`config.mk`:
```
export PLATFORM = sky130hd
export DESIGN_NAME = mcl86_bus_responder
export DESIGN_NICKNAME = d
export VERILOG_FILES = /design/src/rtl/mcl86_bus_pkg.sv /design/src/rtl/mcl86_bus_addr_decode.sv /design/src/rtl/mcl86_bus_responder.sv
export SDC_FILE = /design/constraint.sdc
export NUM_CORES = 1
export LEC_CHECK = 0
export CORE_MARGIN = 10
export CORE_UTILIZATION = 28
export CTS_CLUSTER_SIZE = 10
export DETAILED_ROUTE_END_ITERATION = 7
export GPL_TIMING_DRIVEN = 0
export PLACE_DENSITY_LB_ADDON = 0.25
export SLEW_MARGIN = 20
export SYNTH_ARGS = -nofsm -noshare
export SYNTH_HDL_FRONTEND = slang
export SYNTH_HIERARCHICAL = 1
export SYNTH_SLANG_ARGS = --single-unit
```
`constraint.sdc`:
```
create_clock -name CORE_CLK_INT -period 5.7 [get_ports CORE_CLK_INT]
set_clock_uncertainty 0.1 [all_clocks]
set_input_delay 1.425 -clock CORE_CLK_INT [delete_from_list [all_inputs] [get_ports CORE_CLK_INT]]
set_output_delay 1.425 -clock CORE_CLK_INT [all_outputs]
set_load 0.02 [all_outputs]
```
`src/rtl/mcl86_bus_pkg.sv`:
```
// Shared types and defaults for the minimum-mode 8088 bus responder.
package mcl86_bus_pkg;

    typedef enum logic [2:0] {
        ST_IDLE,
        ST_ARMED,
        ST_RD_REQ,
        ST_WR_REQ,
        ST_INTA,
        ST_DRIVE,
        ST_HOLD
    } bus_state_t;

    localparam logic STROBE_ACTIVE = 1'b0;
    localparam logic IOM_IO        = 1'b1;

    localparam logic [19:0] DEF_MEM_BASE    = 20'h00000;
    localparam logic [19:0] DEF_MEM_MASK    = 20'hF0000;
    localparam logic [15:0] DEF_IO_BASE     = 16'h0300;
    localparam logic [15:0] DEF_IO_MASK     = 16'hFFF0;
    localparam int unsigned DEF_WAIT_STATES = 2;
    localparam bit          DEF_INTA_EN     = 1'b1;

    function automatic logic [19:0] io_zext(input logic [15:0] a);
        return {4'h0, a};
    endfunction

endpackage

```
`src/rtl/mcl86_bus_addr_decode.sv`:
```
// Window compare on the latched bus address: I/O cycles look at A[15:0] only.
module mcl86_bus_addr_decode
    import mcl86_bus_pkg::*;
#(
    parameter logic [19:0] MEM_BASE = DEF_MEM_BASE,
    parameter logic [19:0] MEM_MASK = DEF_MEM_MASK,
    parameter logic [15:0] IO_BASE  = DEF_IO_BASE,
    parameter logic [15:0] IO_MASK  = DEF_IO_MASK
) (
    input  logic [19:0] i_addr,
    input  logic        i_iom,
    output logic        o_hit
);

    assign o_hit = (i_iom == IOM_IO) ? ((i_addr[15:0] & IO_MASK) == IO_BASE)
                                     : ((i_addr & MEM_MASK) == MEM_BASE);

endmodule

```
`src/rtl/mcl86_bus_responder.sv`:
```
// Far-end 8088 bus target: decodes one memory and one I/O window, turns CPU
// strobes into req/ack backing-store transactions and paces the CPU with READY.
module mcl86_bus_responder
    import mcl86_bus_pkg::*;
#(
    parameter logic [19:0] MEM_BASE    = DEF_MEM_BASE,
    parameter logic [19:0] MEM_MASK    = DEF_MEM_MASK,
    parameter logic [15:0] IO_BASE     = DEF_IO_BASE,
    parameter logic [15:0] IO_MASK     = DEF_IO_MASK,
    parameter int unsigned WAIT_STATES = DEF_WAIT_STATES,
    parameter bit          INTA_EN     = DEF_INTA_EN
) (
    input  logic        CORE_CLK_INT,
    input  logic        RESET_INT,
    input  logic        ALE,
    input  logic        RD_n,
    input  logic        WR_n,
    input  logic        IOM,
    input  logic        INTA_n,
    input  logic [19:0] AD_OUT,
    output logic [7:0]  AD_IN,
    output logic        AD_IN_OE,
    output logic        READY_OUT,
    output logic        SEL,
    output logic        MEM_REQ,
    output logic        MEM_WE,
    output logic        MEM_IO,
    output logic [19:0] MEM_ADDR,
    output logic [7:0]  MEM_WDATA,
    input  logic        MEM_ACK,
    input  logic [7:0]  MEM_RDATA,
    input  logic [7:0]  INT_VECTOR
);

    localparam logic [3:0] WS = 4'(WAIT_STATES);

    bus_state_t  r_state, w_state_nxt;
    logic [19:0] r_addr;
    logic        r_iom;
    logic        r_ale_q, r_inta_q;
    logic [3:0]  r_cnt;
    logic        r_toggle, w_toggle_nxt;
    logic        r_abort, w_abort_nxt;
    logic        r_ready, w_ready_nxt;
    logic        r_sel, w_sel_nxt;
    logic        r_req, w_req_nxt;
    logic        r_we, w_we_nxt;
    logic        r_io, w_io_nxt;
    logic        r_oe, w_oe_nxt;
    logic [19:0] r_mem_addr, w_addr_nxt;
    logic [7:0]  r_adin, w_adin_nxt;
    logic [7:0]  r_wdata, w_wdata_nxt;

    logic w_hit, w_ale_fall, w_inta_fall, w_rd, w_wr, w_wait_ok;

    assign w_ale_fall  = r_ale_q & ~ALE;
    assign w_inta_fall = r_inta_q & ~INTA_n;
    assign w_rd        = (RD_n == STROBE_ACTIVE);
    assign w_wr        = (WR_n == STROBE_ACTIVE);
    assign w_wait_ok   = (r_cnt >= WS);

    mcl86_bus_addr_decode #(
        .MEM_BASE (MEM_BASE),
        .MEM_MASK (MEM_MASK),
        .IO_BASE  (IO_BASE),
        .IO_MASK  (IO_MASK)
    ) u_decode (
        .i_addr (r_addr),
        .i_iom  (r_iom),
        .o_hit  (w_hit)
    );

    // Address latch is transparent-per-cycle while ALE is high; last value before the fall wins.
    always_ff @(posedge CORE_CLK_INT) begin
        if (ALE) begin
            r_addr <= AD_OUT;
            r_iom  <= IOM;
        end
    end

    always_ff @(posedge CORE_CLK_INT) begin
        if (RESET_INT) begin
            r_state    <= ST_IDLE;
            r_ale_q    <= 1'b0;
            r_inta_q   <= 1'b1;
            r_cnt      <= 4'd0;
            r_toggle   <= 1'b0;
            r_abort    <= 1'b0;
            r_ready    <= 1'b1;
            r_sel      <= 1'b0;
            r_req      <= 1'b0;
            r_we       <= 1'b0;
            r_io       <= 1'b0;
            r_oe       <= 1'b0;
            r_mem_addr <= 20'h0;
            r_adin     <= 8'h0;
            r_wdata    <= 8'h0;
        end else begin
            r_state    <= w_state_nxt;
            r_ale_q    <= ALE;
            r_inta_q   <= INTA_n;
            if (w_ale_fall || w_inta_fall)
                r_cnt <= 4'd0;
            else if (r_cnt != 4'hF)
                r_cnt <= r_cnt + 4'd1;
            r_toggle   <= w_toggle_nxt;
            r_abort    <= w_abort_nxt;
            r_ready    <= w_ready_nxt;
            r_sel      <= w_sel_nxt;
            r_req      <= w_req_nxt;
            r_we       <= w_we_nxt;
            r_io       <= w_io_nxt;
            r_oe       <= w_oe_nxt;
            r_mem_addr <= w_addr_nxt;
            r_adin     <= w_adin_nxt;
            r_wdata    <= w_wdata_nxt;
        end
    end

    always_comb begin
        w_state_nxt  = r_state;
        w_toggle_nxt = r_toggle;
        w_abort_nxt  = r_abort;
        w_ready_nxt  = r_ready;
        w_sel_nxt    = r_sel;
        w_req_nxt    = r_req;
        w_we_nxt     = r_we;
        w_io_nxt     = r_io;
        w_oe_nxt     = r_oe;
        w_addr_nxt   = r_mem_addr;
        w_adin_nxt   = r_adin;
        w_wdata_nxt  = r_wdata;
        case (r_state)
            ST_IDLE: begin
                if (w_ale_fall && w_hit) begin
                    w_state_nxt = ST_ARMED;
                    w_sel_nxt   = 1'b1;
                    w_ready_nxt = 1'b0;
                    w_io_nxt    = r_iom;
                    w_addr_nxt  = (r_iom == IOM_IO) ? io_zext(r_addr[15:0]) : r_addr;
                end else if (w_inta_fall) begin
                    w_toggle_nxt = ~r_toggle;
                    if (r_toggle && INTA_EN) begin
                        w_state_nxt = ST_INTA;
                        w_sel_nxt   = 1'b1;
                        w_ready_nxt = 1'b0;
                    end
                end
            end
            ST_ARMED: begin
                if (w_rd && w_wr) begin
                    w_state_nxt = ST_HOLD;
                    w_ready_nxt = 1'b1;
                end else if (w_rd) begin
                    w_state_nxt = ST_RD_REQ;
                    w_req_nxt   = 1'b1;
                    w_we_nxt    = 1'b0;
                end else if (w_wr) begin
                    w_state_nxt = ST_WR_REQ;
                    w_req_nxt   = 1'b1;
                    w_we_nxt    = 1'b1;
                    w_wdata_nxt = AD_OUT[7:0];
                end
            end
            ST_RD_REQ, ST_WR_REQ: begin
                // A strobe released before the ack aborts: finish the handshake, drop the data.
                if (MEM_ACK) begin
                    w_req_nxt = 1'b0;
                    w_we_nxt  = 1'b0;
                    if (r_abort || (r_state == ST_RD_REQ ? !w_rd : !w_wr)) begin
                        w_state_nxt = ST_IDLE;
                        w_sel_nxt   = 1'b0;
                        w_ready_nxt = 1'b1;
                        w_abort_nxt = 1'b0;
                    end else if (r_state == ST_RD_REQ) begin
                        w_state_nxt = ST_DRIVE;
                        w_adin_nxt  = MEM_RDATA;
                        w_oe_nxt    = 1'b1;
                        w_ready_nxt = w_wait_ok;
                    end else begin
                        w_state_nxt = ST_HOLD;
                        w_ready_nxt = w_wait_ok;
                    end
                end else if (r_state == ST_RD_REQ ? !w_rd : !w_wr) begin
                    w_abort_nxt = 1'b1;
                    w_ready_nxt = 1'b1;
                end
            end
            ST_INTA: begin
                w_adin_nxt  = INT_VECTOR;
                w_oe_nxt    = 1'b1;
                w_ready_nxt = w_wait_ok;
                if (INTA_n) begin
                    w_state_nxt = ST_IDLE;
                    w_oe_nxt    = 1'b0;
                    w_sel_nxt   = 1'b0;
                    w_ready_nxt = 1'b1;
                end
            end
            ST_DRIVE: begin
                w_ready_nxt = r_ready | w_wait_ok;
                if (!w_rd) begin
                    w_state_nxt = ST_IDLE;
                    w_oe_nxt    = 1'b0;
                    w_sel_nxt   = 1'b0;
                    w_ready_nxt = 1'b1;
                end
            end
            ST_HOLD: begin
                w_ready_nxt = r_ready | w_wait_ok;
                if (!w_wr) begin
                    w_state_nxt = ST_IDLE;
                    w_sel_nxt   = 1'b0;
                    w_ready_nxt = 1'b1;
                end
            end
            default: w_state_nxt = ST_IDLE;
        endcase
    end

    assign AD_IN     = r_adin;
    assign AD_IN_OE  = r_oe;
    assign READY_OUT = r_ready;
    assign SEL       = r_sel;
    assign MEM_REQ   = r_req;
    assign MEM_WE    = r_we;
    assign MEM_IO    = r_io;
    assign MEM_ADDR  = r_mem_addr;
    assign MEM_WDATA = r_wdata;

endmodule
```
### Word-level counts from Yosys, hierarchy flattened

Index checks and enable logic that the tools add are counted.

| storage, ports and cells | value |
|---|---|
| register bits | 74 |
| output and inout port bits | 42 |
| logic and storage cells | 130 |

| cells by class | value |
|---|---|
| add/sub/neg operators | 1 |
| order comparisons | 1 |
| eq/ne operators | 23 |
| mux-type cells | 54 |
| bitwise gates (word level) | 10 |
| reduce and logical (&&, ||, !) cells | 24 |

Operator list:

| cell | number |
|---|---|
| 3-bit 2-to-1 mux | 11 |
| 1-bit 2-to-1 mux | 31 |
| 8-bit 2-to-1 mux | 3 |
| 20-bit logical NOT | 1 |
| 20-bit 2-to-1 mux | 1 |
| 2-bit inequality test (second input constant) | 9 |
| 3-bit case mux with 6 select lines | 1 |
| 8-bit case mux with 2 select lines | 1 |
| 12-bit by 6-bit == test with 1-bit output (second input constant) | 1 |
| 3-bit inequality test (second input constant) | 4 |
| 4-bit AND reduction | 3 |
| 5-bit AND reduction | 2 |
| 3-bit == test (second input constant) | 3 |
| 4-bit inequality test (second input constant) | 2 |
| 8-bit AND reduction | 1 |
| 1-bit inverter | 7 |
| 7-bit AND reduction | 1 |
| 3-bit by 2-bit == test with 1-bit output (second input constant) | 2 |
| 1-bit case mux with 6 select lines | 1 |
| 3-bit AND reduction | 2 |
| 2-bit nonzero test | 3 |
| 6-bit nonzero test | 1 |
| 1-bit case mux with 5 select lines | 1 |
| 5-bit nonzero test | 1 |
| other kinds (15) | 20 |

### Depth between registers and ports, before layout

Gate-level depths: netlist of the first run.

| logic depth | value |
|---|---|
| depth after elaboration | 6 |
| mapped depth | 7 |
| mapped depth without buffers | 7 |

### Modules after synthesis

The synthesis of the first run kept the hierarchy.

Modules (own cells, without submodules):

| module | instances | cells an instance | area an instance (µm²) |
|---|---|---|---|
| mcl86_bus_responder | 1 | 329 | 3103.0 |
| mcl86_bus_addr_decode | 1 | 7 | 52.6 |

### Worst setup path after synthesis of the first run

OpenSTA, ideal clock, no wires.

| timing | value |
|---|---|
| path kind | in2reg |
| start | input RD_n |
| end | register r_state[0] |
| library setup time | 65 ps |
| arrival | 2641 ps |
| data required time | 5535 ps |
| setup slack | 2894 ps |
| stages | 6 |
| path buffers | 1 |
| cells stage by stage | clkbuf_1 or3b_2 or2_2 a31oi_1 mux2i_1 nor2_1 |

| between the ends | value |
|---|---|
| cells in the longest elaborated chain, start to end | 5 |

RTL lines:

| what | RTL line | source |
|---|---|---|
| start: declaration | mcl86_bus_responder.sv:16 | `input logic RD_n,` |
| 1-bit 2-to-1 mux | mcl86_bus_responder.sv:170 | `if (r_abort \|\| (r_state == ST_RD_REQ ? !w_rd : !w_wr)) begin` |
| 1-bit logical OR | mcl86_bus_responder.sv:170 |  |
| 3-bit 2-to-1 mux | mcl86_bus_responder.sv:170 |  |
| 3-bit 2-to-1 mux | mcl86_bus_responder.sv:167 | `if (MEM_ACK) begin` |
| 3-bit case mux with 6 select lines | mcl86_bus_responder.sv:133 | `case (r_state)` |
| end signal: assignment | mcl86_bus_responder.sv:99 | `r_state <= w_state_nxt;` |
| end: declaration | mcl86_bus_responder.sv:37 | `bus_state_t r_state, w_state_nxt;` |

Parallel ways exist; a longest one is shown, timed or not. The select of a mux whose other input is x is not followed.
A chain may end at the register's enable or synchronous reset.

### Final worst setup path of the first run

| timing | value |
|---|---|
| start | input RD_n |
| end | register r_state[1] |

Same word-level chain as after synthesis.

==> results.json, run 1 <==
{
  "outcome": "finished clean",
  "synth_xor_xnor_area_share_pct": 0.833,
  "postRouteAntennaNets": 0,
  "syn_area_per_cell_sq_um": 9.39,
  "mappedNetlistNets": 382,
  "grt_usage_pct": 11.3,
  "grt_max_degree": 24,
  "synth_area_sq_um": 3160,
  "crit_type": "input pin to register",
  "cts_made_buffers": 9,
  "clkTransAtPathRegs_ns": 0.06,
  "drc": 0,
  "layout-area-overhead-vs-synth_pct": 42.1,
  "antenna_found_initial": 0,
  "drtPass1Iterations": 4,
  "top_usage_layer": "met2",
  "mostFrequentLayoutCells": "clkdlybuf4s50_1, dfxtp_1, nand2_1",
  "routedWlPerCell_microns": 16.4,
  "drv_cap": 0,
  "fin_crit_sh_pct": 57.7,
  "dieArea_sq_um": 15900,
  "synth_edf_count": 21,
  "setup.worst_path.start_class": "input pin",
  "grt-ovfl-total": 0,
  "use_met1_pct": 13.8,
  "htreeDepth": 3,
  "die_x_microns": 126,
  "io-pin-count": 86,
  "drv_slew": 0,
  "arrival_ns": 3.45,
  "cts_hold_buffers": 0,
  "crit_path_end_kind": "register",
  "cts_sinks": 74,
  "setup_tns_ns": 0,
  "synthSimpleGateAreaFrac_pct": 22.0,
  "ys_ff_latch": 74,
  "ys_seq_area_share_pct": 53.6,
  "via_per_inst": 4.94,
  "endpoint": "r_state[1]",
  "r2r_setup_slack_ns": 3.26,
  "max_freq_mhz": 304,
  "fp.coreArea_sq_um": 10900,
  "hold_path_class": "register to register",
  "cts_root_buf": "clkbuf_16",
  "power.density_nw_per_um2": 298,
  "rows": 38,
  "routabilityCongestion": 0.836,
  "io_buffers": 84,
  "synthDistinctLibCells": 48,
  "grt_pass1_vias": 2876,
  "reg2regPathDepth": 6,
  "synth_mux_area_share_pct": 3.89,
  "leakage_nw": 1.54,
  "fin_crit_ns": 3.29,
  "synth-compound-area-share_pct": 15.4,
  "cts_setup_buffers": 0,
  "peakVddDrop_uv": 178,
  "required_ns": 5.86,
  "hold_viol": 0,
  "dieHeight_microns": 126,
  "cp_max_fo": 10,
  "vias": 2845,
  "use_met3_pct": 5.08,
  "synth_top_family_by_area": "simple AND/OR/NAND/NOR gates",
  "r2r-start": "r_iom",
  "synthFlopType": "dfxtp_1",
  "dp.final_hpwl_microns": 6870,
  "n_antenna_cell": 0,
  "clkLatencyLatePin_ns": 0.33,
  "critPathLaunch": "RD_n",
  "grt_pass1_wl_microns": 15000,
  "finalInstanceArea_sq_um": 4480,
  "place_area_sq_um": 4170,
  "clk_path_buf_depth": 2,
  "max_slew_margin_pct": 56.3,
  "fin_nets": 477,
  "cts_tree": "done",
  "rsz0062_at_grt": "no",
  "tightest_slew_ns": 0.656,
  "drive_gt1_share_pct": 7.11,
  "start_util_pct": 28.9,
  "synthAdderAreaFrac_pct": 0.793,
  "finalSetupViolCount": 0,
  "regToRegEndpoint": "r_state[1]",
  "cts_resized": 0,
  "syn_inst": 336,
  "synthArstFlopShare_pct": 0,
  "drt-initial-drc-count": 214,
  "yosysWarnings": 6,
  "layout_commonest_cell": "clkdlybuf4s50_1",
  "use_met2_pct": 18.2,
  "wirelength_microns": 9470
}
-- cell families (layout without fill, tap and decap cells) --
kind of cell / count (synthesis) / after routing
compound gates: 78 / 78
xor+xnor: 3 / 3
fa+ha+maj: 2 / 2
buf+inv: 27 / 127
flops: 74 / 74
mux: 12 / 12
simple gates: 140 / 140
-- final cells by class --
type                    count  area, sq um
flip-flops and latches     74         1690
well taps                 140          175
plain buffers              23         95.1
multi-input cells         235         1350
clock buffers               9          225
inverters                   4         15.0
fillers                  1118         6450
clock inverters             7         91.3
repair buffers             84          836
-- sequential cells by signal, summed over array words and instances (netlist names) --
register and cells:
MEM_IO 1, AD_IN_OE 1, r_ale_q 1, r_state 3, r_addr 20, r_toggle 1, AD_IN 8, SEL 1
MEM_REQ 1, r_iom 1, MEM_ADDR 20, MEM_WDATA 8, READY_OUT 1, r_inta_q 1, r_abort 1, MEM_WE 1
r_cnt 4
-- Yosys cell counts (2+ instances only) --
library cell | instances | area, sq um
a211oi_1 | 4 | 30.0
nor3_1 | 7 | 35.0
nor2_1 | 25 | 93.8
clkbuf_1 | 17 | 63.8
nand2_1 | 49 | 184
nor4_1 | 2 | 12.5
mux2i_1 | 10 | 100
xor2_1 | 2 | 17.5
dfxtp_1 | 53 | 1060
inv_1 | 4 | 15.0
a221oi_1 | 3 | 26.3
o21ai_0 | 10 | 50.1
ha_1 | 2 | 25.0
a21oi_1 | 39 | 195
edfxtp_1 | 21 | 631
a31oi_1 | 10 | 62.6
nand3b_1 | 4 | 30.0
mux2_2 | 2 | 22.5
nor2b_1 | 5 | 31.3
nor4b_1 | 2 | 17.5
nand2b_1 | 3 | 18.8
nor3b_1 | 8 | 60.1
nand3_1 | 21 | 105
o22ai_1 | 2 | 12.5
and2_1 | 2 | 12.5
or3_1 | 3 | 18.8
buf_2 | 4 | 20.0
or2_2 | 2 | 12.5
-- per-layer routing --
| layer | part of all wire (%) | vias up |
|---|---|---|
| met5 | 0 | - |
| met4 | 0.40 | 0 |
| met3 | 8.0 | 6 |
| met2 | 46 | 102 |
| met1 | 46 | 1340 |
| li1 | - | 1397 |
-- report_power, final --
part           internal [mW]  switching (mW)
Combinational         0.0695          0.0758
Clock                  0.382           0.224
Sequential             0.567          0.0183
-- worst min-delay path by stage --
stage	cells after the start	endpoint	slack, ns	startpoint
floorplan	2	MEM_ADDR[0]	0.37	r_addr[0]
global placement	2	MEM_ADDR[13]	0.34	MEM_ADDR[13]
detailed placement	2	MEM_IO	0.35	MEM_IO
CTS	2	MEM_IO	0.36	MEM_IO
global route	2	MEM_IO	0.37	MEM_IO
finish	2	MEM_IO	0.35	MEM_IO
-- per-stage QoR --
stage / power (mW) / worst slack (ns) / instances / utilization [%] / hold slack [ns]
after global placement: 0.739 / 1.54 / 560 / 38.1 / 0.344
after detailed placement: 0.741 / 1.47 / 560 / 38.1 / 0.348
after floorplan: 0.665 / 2.89 / 336 / - / 0.371
final: 1.34 / 2.41 / 576 / 41.0 / 0.351
after CTS: 1.35 / 1.84 / 576 / 41.0 / 0.356
after global routing: 1.39 / 2.34 / 576 / 41.0 / 0.374
-- critical path: stages --
cell and delay [ns]:
clkdlybuf4s50_1 0.47, clkbuf_1 0.40, o22ai_1 0.23, a211oi_1 0.45
mux2_2 0.39, nor2_1 0.07
No activity file was read; power rests on OpenSTA's default activity.
==> run 2, diff against run 1 <==
==> constraint.sdc (replaced) <==
create_clock -name CORE_CLK_INT -period 2.8 [get_ports CORE_CLK_INT]
set_clock_uncertainty 0.1 [all_clocks]
set_input_delay 0.7 -clock CORE_CLK_INT [delete_from_list [all_inputs] [get_ports CORE_CLK_INT]]
set_output_delay 0.7 -clock CORE_CLK_INT [all_outputs]
set_load 0.02 [all_outputs]
==> run 2 against run 1 <==
Cell count did not move. Combinational power increased by 100%. Routed wire length down 0.12%. Flip-flop and latch count is the same. Final area is the same. Global-route usage did not move. Critical path depth unchanged. Clock power rose by 100%. Register-to-register slack got worse by 2.9 ns. Non-clock buffer count unchanged. Core utilization unchanged. Die area stayed put. Critical path type unchanged. Largest cell class unchanged. Highest routed layer unchanged.
==> results.json, run 2 (synthesis gave the netlist of run 1 again) <==
{
  "fin_crit_sh_pct": 91.3,
  "cp.depth": 6,
  "hold_path_class": "register to register",
  "crit_path_end_kind": "register",
  "io-pin-count": 86,
  "layout_commonest_cell": "clkdlybuf4s50_1",
  "pwr-share-seq_pct": 43.8,
  "cts_sinks": 74,
  "grt_pass1_vias": 2876,
  "hold_viol": 0,
  "routabilityCongestion": 0.836,
  "routedWlPerCell_microns": 16.4,
  "arrival_ns": 2.72,
  "final_cell_count_no_fill": 576,
  "crit_slowest_cell": "clkdlybuf4s50_1",
  "dieArea_sq_um": 15900,
  "htreeDepth": 3,
  "required_ns": 2.96,
  "dieHeight_microns": 126,
  "die_x_microns": 126,
  "finalSetupViolCount": 0,
  "outcome": "finished clean",
  "cts_made_buffers": 9,
  "drt-initial-drc-count": 214,
  "finalInstanceArea_sq_um": 4480,
  "r2r_setup_slack_ns": 0.36,
  "endpoint": "r_state[1]",
  "drtPass1Iterations": 4,
  "postRouteAntennaNets": 0,
  "cts_setup_buffers": 0,
  "critPathLaunch": "RD_n",
  "vias": 2846,
  "cts_hold_buffers": 0,
  "grt_max_degree": 24,
  "peakVddDrop_uv": 362,
  "leakage_nw": 1.54,
  "setup.worst_path.start_class": "input pin",
  "r2r-start": "r_iom",
  "sw_frac_of_total_pct": 23.8,
  "comb_power_share_pct": 10.9,
  "clkTransAtPathRegs_ns": 0.06,
  "max_freq_mhz": 391,
  "clkLatencyLatePin_ns": 0.33,
  "path_buf_inv": 2,
  "max_stage_delay_ns": 0.47,
  "mostFrequentLayoutCells": "clkdlybuf4s50_1, dfxtp_1, nand2_1",
  "cts_root_buf": "clkbuf_16",
  "crit_chain": "clkdlybuf4s50_1 -> clkbuf_1 -> o22ai_1 -> a211oi_1 -> mux2_2 -> nor2_1",
  "place_area_sq_um": 4170,
  "p_int_mw": 2.07,
  "reg2regPathDepth": 6,
  "antenna_found_initial": 0,
  "n_antenna_cell": 0,
  "power.density_nw_per_um2": 607,
  "via_per_inst": 4.94,
  "wirelength_microns": 9460,
  "fin_crit_ns": 2.56,
  "rsz0062_at_grt": "no",
  "rows": 38,
  "cp_top_family": "buffers and inverters",
  "grt_pass1_wl_microns": 15000,
  "drv_cap": 0,
  "max_slew_margin_pct": 56.3,
  "start_util_pct": 28.9,
  "clk_path_buf_depth": 2,
  "io_buffers": 84,
  "fp.coreArea_sq_um": 10900,
  "timing.final.ws_setup_ns": 0.243,
  "cp_max_fo": 10,
  "power_mw": 2.72,
  "layout-area-overhead-vs-synth_pct": 42.1,
  "crit_type": "input pin to register",
  "drv_slew": 0,
  "grt-ovfl-total": 0,
  "fin_nets": 477,
  "p_switching_uw": 647,
  "dp.cells": 560,
  "utilization_pct": 41.0,
  "dp.final_hpwl_microns": 6870,
  "tightest_slew_ns": 0.656,
  "drc": 0,
  "power_frac_clock_pct": 45.3,
  "cts_tree": "done",
  "post-place-ws_ns": -0.700,
  "regToRegEndpoint": "r_state[1]",
  "drive_gt1_share_pct": 7.11,
  "grt_usage_pct": 11.3
}
run 2: changes by cell type in the layout (fill, tap and decap cells not counted):
cell	previous run	this run
clkbuf_2	0	1
buf_2	5	4
run 2: through the flow:
stage               TNS [ns]  hold slack [ns]
detailed placement    -16.88            0.348
global placement      -13.96            0.344
finish                     0            0.351
floorplan                  0            0.371
CTS                        0            0.356
global route               0            0.374
run 2: worst min path at each step:
stage                             from           end  slack (ns)  depth (start not counted)
final                           MEM_IO        MEM_IO        0.35                          2
after global routing            MEM_IO        MEM_IO        0.37                          2
after CTS                       MEM_IO        MEM_IO        0.36                          2
after detailed placement        MEM_IO        MEM_IO        0.35                          2
after global placement    MEM_ADDR[13]  MEM_ADDR[13]        0.34                          2
after floorplan              r_addr[0]   MEM_ADDR[0]        0.37                          2
run 2: metal layers:
metal | GRT usage (%) | vias to the layer above | share of wire [%]
met2 | 18.2 | 102 | 46
met5 | 0 | - | 0
met3 | 5.08 | 6 | 8.1
met4 | 2.21 | 0 | 0.40
li1 | - | 1397 | -
met1 | 13.8 | 1341 | 46
run 2: power groups by stage:
stage          clock network (mW)  logic (mW)  registers [mW]
2_1_floorplan                   0       0.129            1.23
3_3_place_gp                    0       0.292            1.21
3_5_place_dp                    0       0.295            1.21
4_1_cts                      1.26       0.298            1.19
5_1_grt                      1.30       0.319            1.20
6_report                     1.23       0.296            1.19
run 2: layout make-up:
cell class / count / area, sq um
inverter: 4 / 15.0
tap: 140 / 175
sequential: 74 / 1690
fill: 1118 / 6450
clock buffer: 9 / 225
timing repair buffer: 84 / 836
buffer: 23 / 95.1
multi-input combinational: 235 / 1350
clock inverter: 7 / 91.3
run 2: what timing repair did:
action	4_1_cts	5_1_grt
setup endpoints to repair	26	23
gates resized for setup	1	2
cloned	0	0
run 2: worst min-delay path: cells and delay by family, from the launching register on:
kind / cells / cell delay [ns]
and+or+nand+nor: 1 / 0.05
AOI/OAI and AO/OA: 1 / 0.05
DFF: 1 / 0.30
==> run 3, diff against run 2 <==
--- a/config.mk
+++ b/config.mk
@@ -11,6 +11,7 @@
 export DETAILED_ROUTE_END_ITERATION = 7
 export GPL_TIMING_DRIVEN = 0
 export PLACE_DENSITY_LB_ADDON = 0.25
+export REMOVE_ABC_BUFFERS = 1
 export SLEW_MARGIN = 20
 export SYNTH_ARGS = -nofsm -noshare
 export SYNTH_HDL_FRONTEND = slang
==> run 3 against run 2 <==
Count of clock-buffer cells in the layout did not move. Sequential power barely moved. Setup slack got worse by 0.11 ns. Core utilization fell by 0.76 points. Critical path type unchanged. Largest cell class unchanged. Largest power group is now sequential cells.
==> results.json, run 3 (synthesis gave the netlist of run 1 again) <==
{
  "outcome": "finished clean",
  "fp.coreArea_sq_um": 10900,
  "cp_max_fo": 11,
  "clkLatencyLatePin_ns": 0.33,
  "layout-area-overhead-vs-synth_pct": 39.5,
  "hold_viol": 0,
  "crit_path_end_kind": "register",
  "postRouteAntennaNets": 0,
  "drv_slew": 0,
  "fin_crit_sh_pct": 95.1,
  "required_ns": 2.97,
  "grt_usage_pct": 10.5,
  "grt_pass1_vias": 2709,
  "max_slew_margin_pct": 49.3,
  "place_area_sq_um": 4110,
  "fin_hold_ws_ns": 0.353,
  "cts_tree": "done",
  "leakage_nw": 1.49,
  "io-pin-count": 86,
  "timing.final.ws_setup_ns": 0.137,
  "drc": 0,
  "antenna_found_initial": 0,
  "drive_gt1_share_pct": 7.47,
  "htreeDepth": 3,
  "rsz0062_at_grt": "no",
  "tightest_slew_ns": 0.760,
  "routabilityCongestion": 0.775,
  "rows": 38,
  "finalSetupViolCount": 0,
  "cts_setup_buffers": 0,
  "wirelength_microns": 8540,
  "max_freq_mhz": 375,
  "peakVddDrop_uv": 289,
  "grt-ovfl-total": 0,
  "arrival_ns": 2.83,
  "post-place-ws_ns": -1.03,
  "setup.worst_path.start_class": "input pin",
  "die_x_microns": 126,
  "clk_path_buf_depth": 2,
  "finalInstanceArea_sq_um": 4400,
  "drv_cap": 0,
  "cts_root_buf": "clkbuf_16",
  "grt_pass1_wl_microns": 13900,
  "fin_crit_ns": 2.66,
  "n_antenna_cell": 0,
  "via_per_inst": 4.89,
  "grt_max_degree": 41,
  "clkTransAtPathRegs_ns": 0.07,
  "drtPass1Iterations": 4,
  "drt-initial-drc-count": 193,
  "vias": 2712,
  "fin_nets": 456,
  "dp.final_hpwl_microns": 6060,
  "start_util_pct": 28.9,
  "layout_commonest_cell": "clkdlybuf4s50_1",
  "cts_sinks": 74,
  "io_buffers": 85,
  "hold_path_class": "register to register",
  "routedWlPerCell_microns": 15.4,
  "mostFrequentLayoutCells": "clkdlybuf4s50_1, dfxtp_1, nand2_1",
  "cts_made_buffers": 9,
  "dieHeight_microns": 126,
  "dieArea_sq_um": 15900,
  "power.density_nw_per_um2": 583,
  "num-fill-cells": 1123,
  "crit_type": "input pin to register"
}
[run 3: cell count changes in the layout (fill, tap and decap cells not counted), moves of 2 or more]
| cell | before | now |
|---|---|---|
| buf_2 | 4 | 1 |
| bufinv_16 | 2 | 0 |
| clkinv_2 | 3 | 1 |
| clkbuf_1 | 17 | 0 |
| inv_6 | 1 | 3 |
[run 3: worst paths after layout]
| path | start | end | slack (ns) | cells past startpoint |
|---|---|---|---|---|
| worst min-delay path | MEM_ADDR[4] | MEM_ADDR[4] | 0.35 | 2 |
| worst max-delay path | WR_n | r_state[1] | 0.14 | 6 |
| worst min register to register | MEM_ADDR[4] | MEM_ADDR[4] | 0.35 | 2 |
| worst max register to register | r_state[1] | AD_IN[3] | 0.24 | 5 |
[run 3: power by group]
part | internal, mW | switching [mW] | total [mW]
sequential | 1.15 | 0.0442 | 1.20
combinational | 0.141 | 0.135 | 0.277
clock | 0.614 | 0.478 | 1.09
[run 3: through the flow]
step / std cells / util, % / total power [mW] / setup TNS (ns)
after global routing: 555 / 40.2 / 2.68 / 0
after global placement: 538 / 37.4 / 1.49 / -26.63
final: 555 / 40.2 / 2.57 / 0
after floorplan: 313 / - / 1.34 / 0
after detailed placement: 539 / 37.6 / 1.50 / -22.46
after CTS: 555 / 40.2 / 2.61 / 0
[run 3: final cells by class]
type	instances	area (sq um)	share of cell area, %
Clock buffer	9	225	5.12
Clock inverter	7	57.6	1.31
Inverter	4	15.0	0.341
Multi-Input combinational cell	235	1360	30.9
Sequential cell	74	1690	38.5
Tap cell	140	175	3.98
Timing Repair Buffer	86	875	19.9
[run 3: layer usage]
layer  vias up  routed length [microns]  global-route usage [%]
li1       1363                        -                       -
met1      1270                     4250                    13.3
met2        73                     3700                    16.2
met3         6                      523                    4.15
met4         0                       68                    2.88
met5         -                        0                       0
[run 3: timing repair]
action | in CTS | in global routing
gates resized for setup | 5 | 0
endpoints found under the setup margin | 25 | 0
hold buffers | 0 | 0
[run 3: worst max-delay path: stages]
cell             delay [ns]
clkdlybuf4s50_1        0.78
mux2_2                 0.26
o22ai_1                0.11
a211oi_1               0.51
mux2_2                 0.39
nor2_1                 0.07
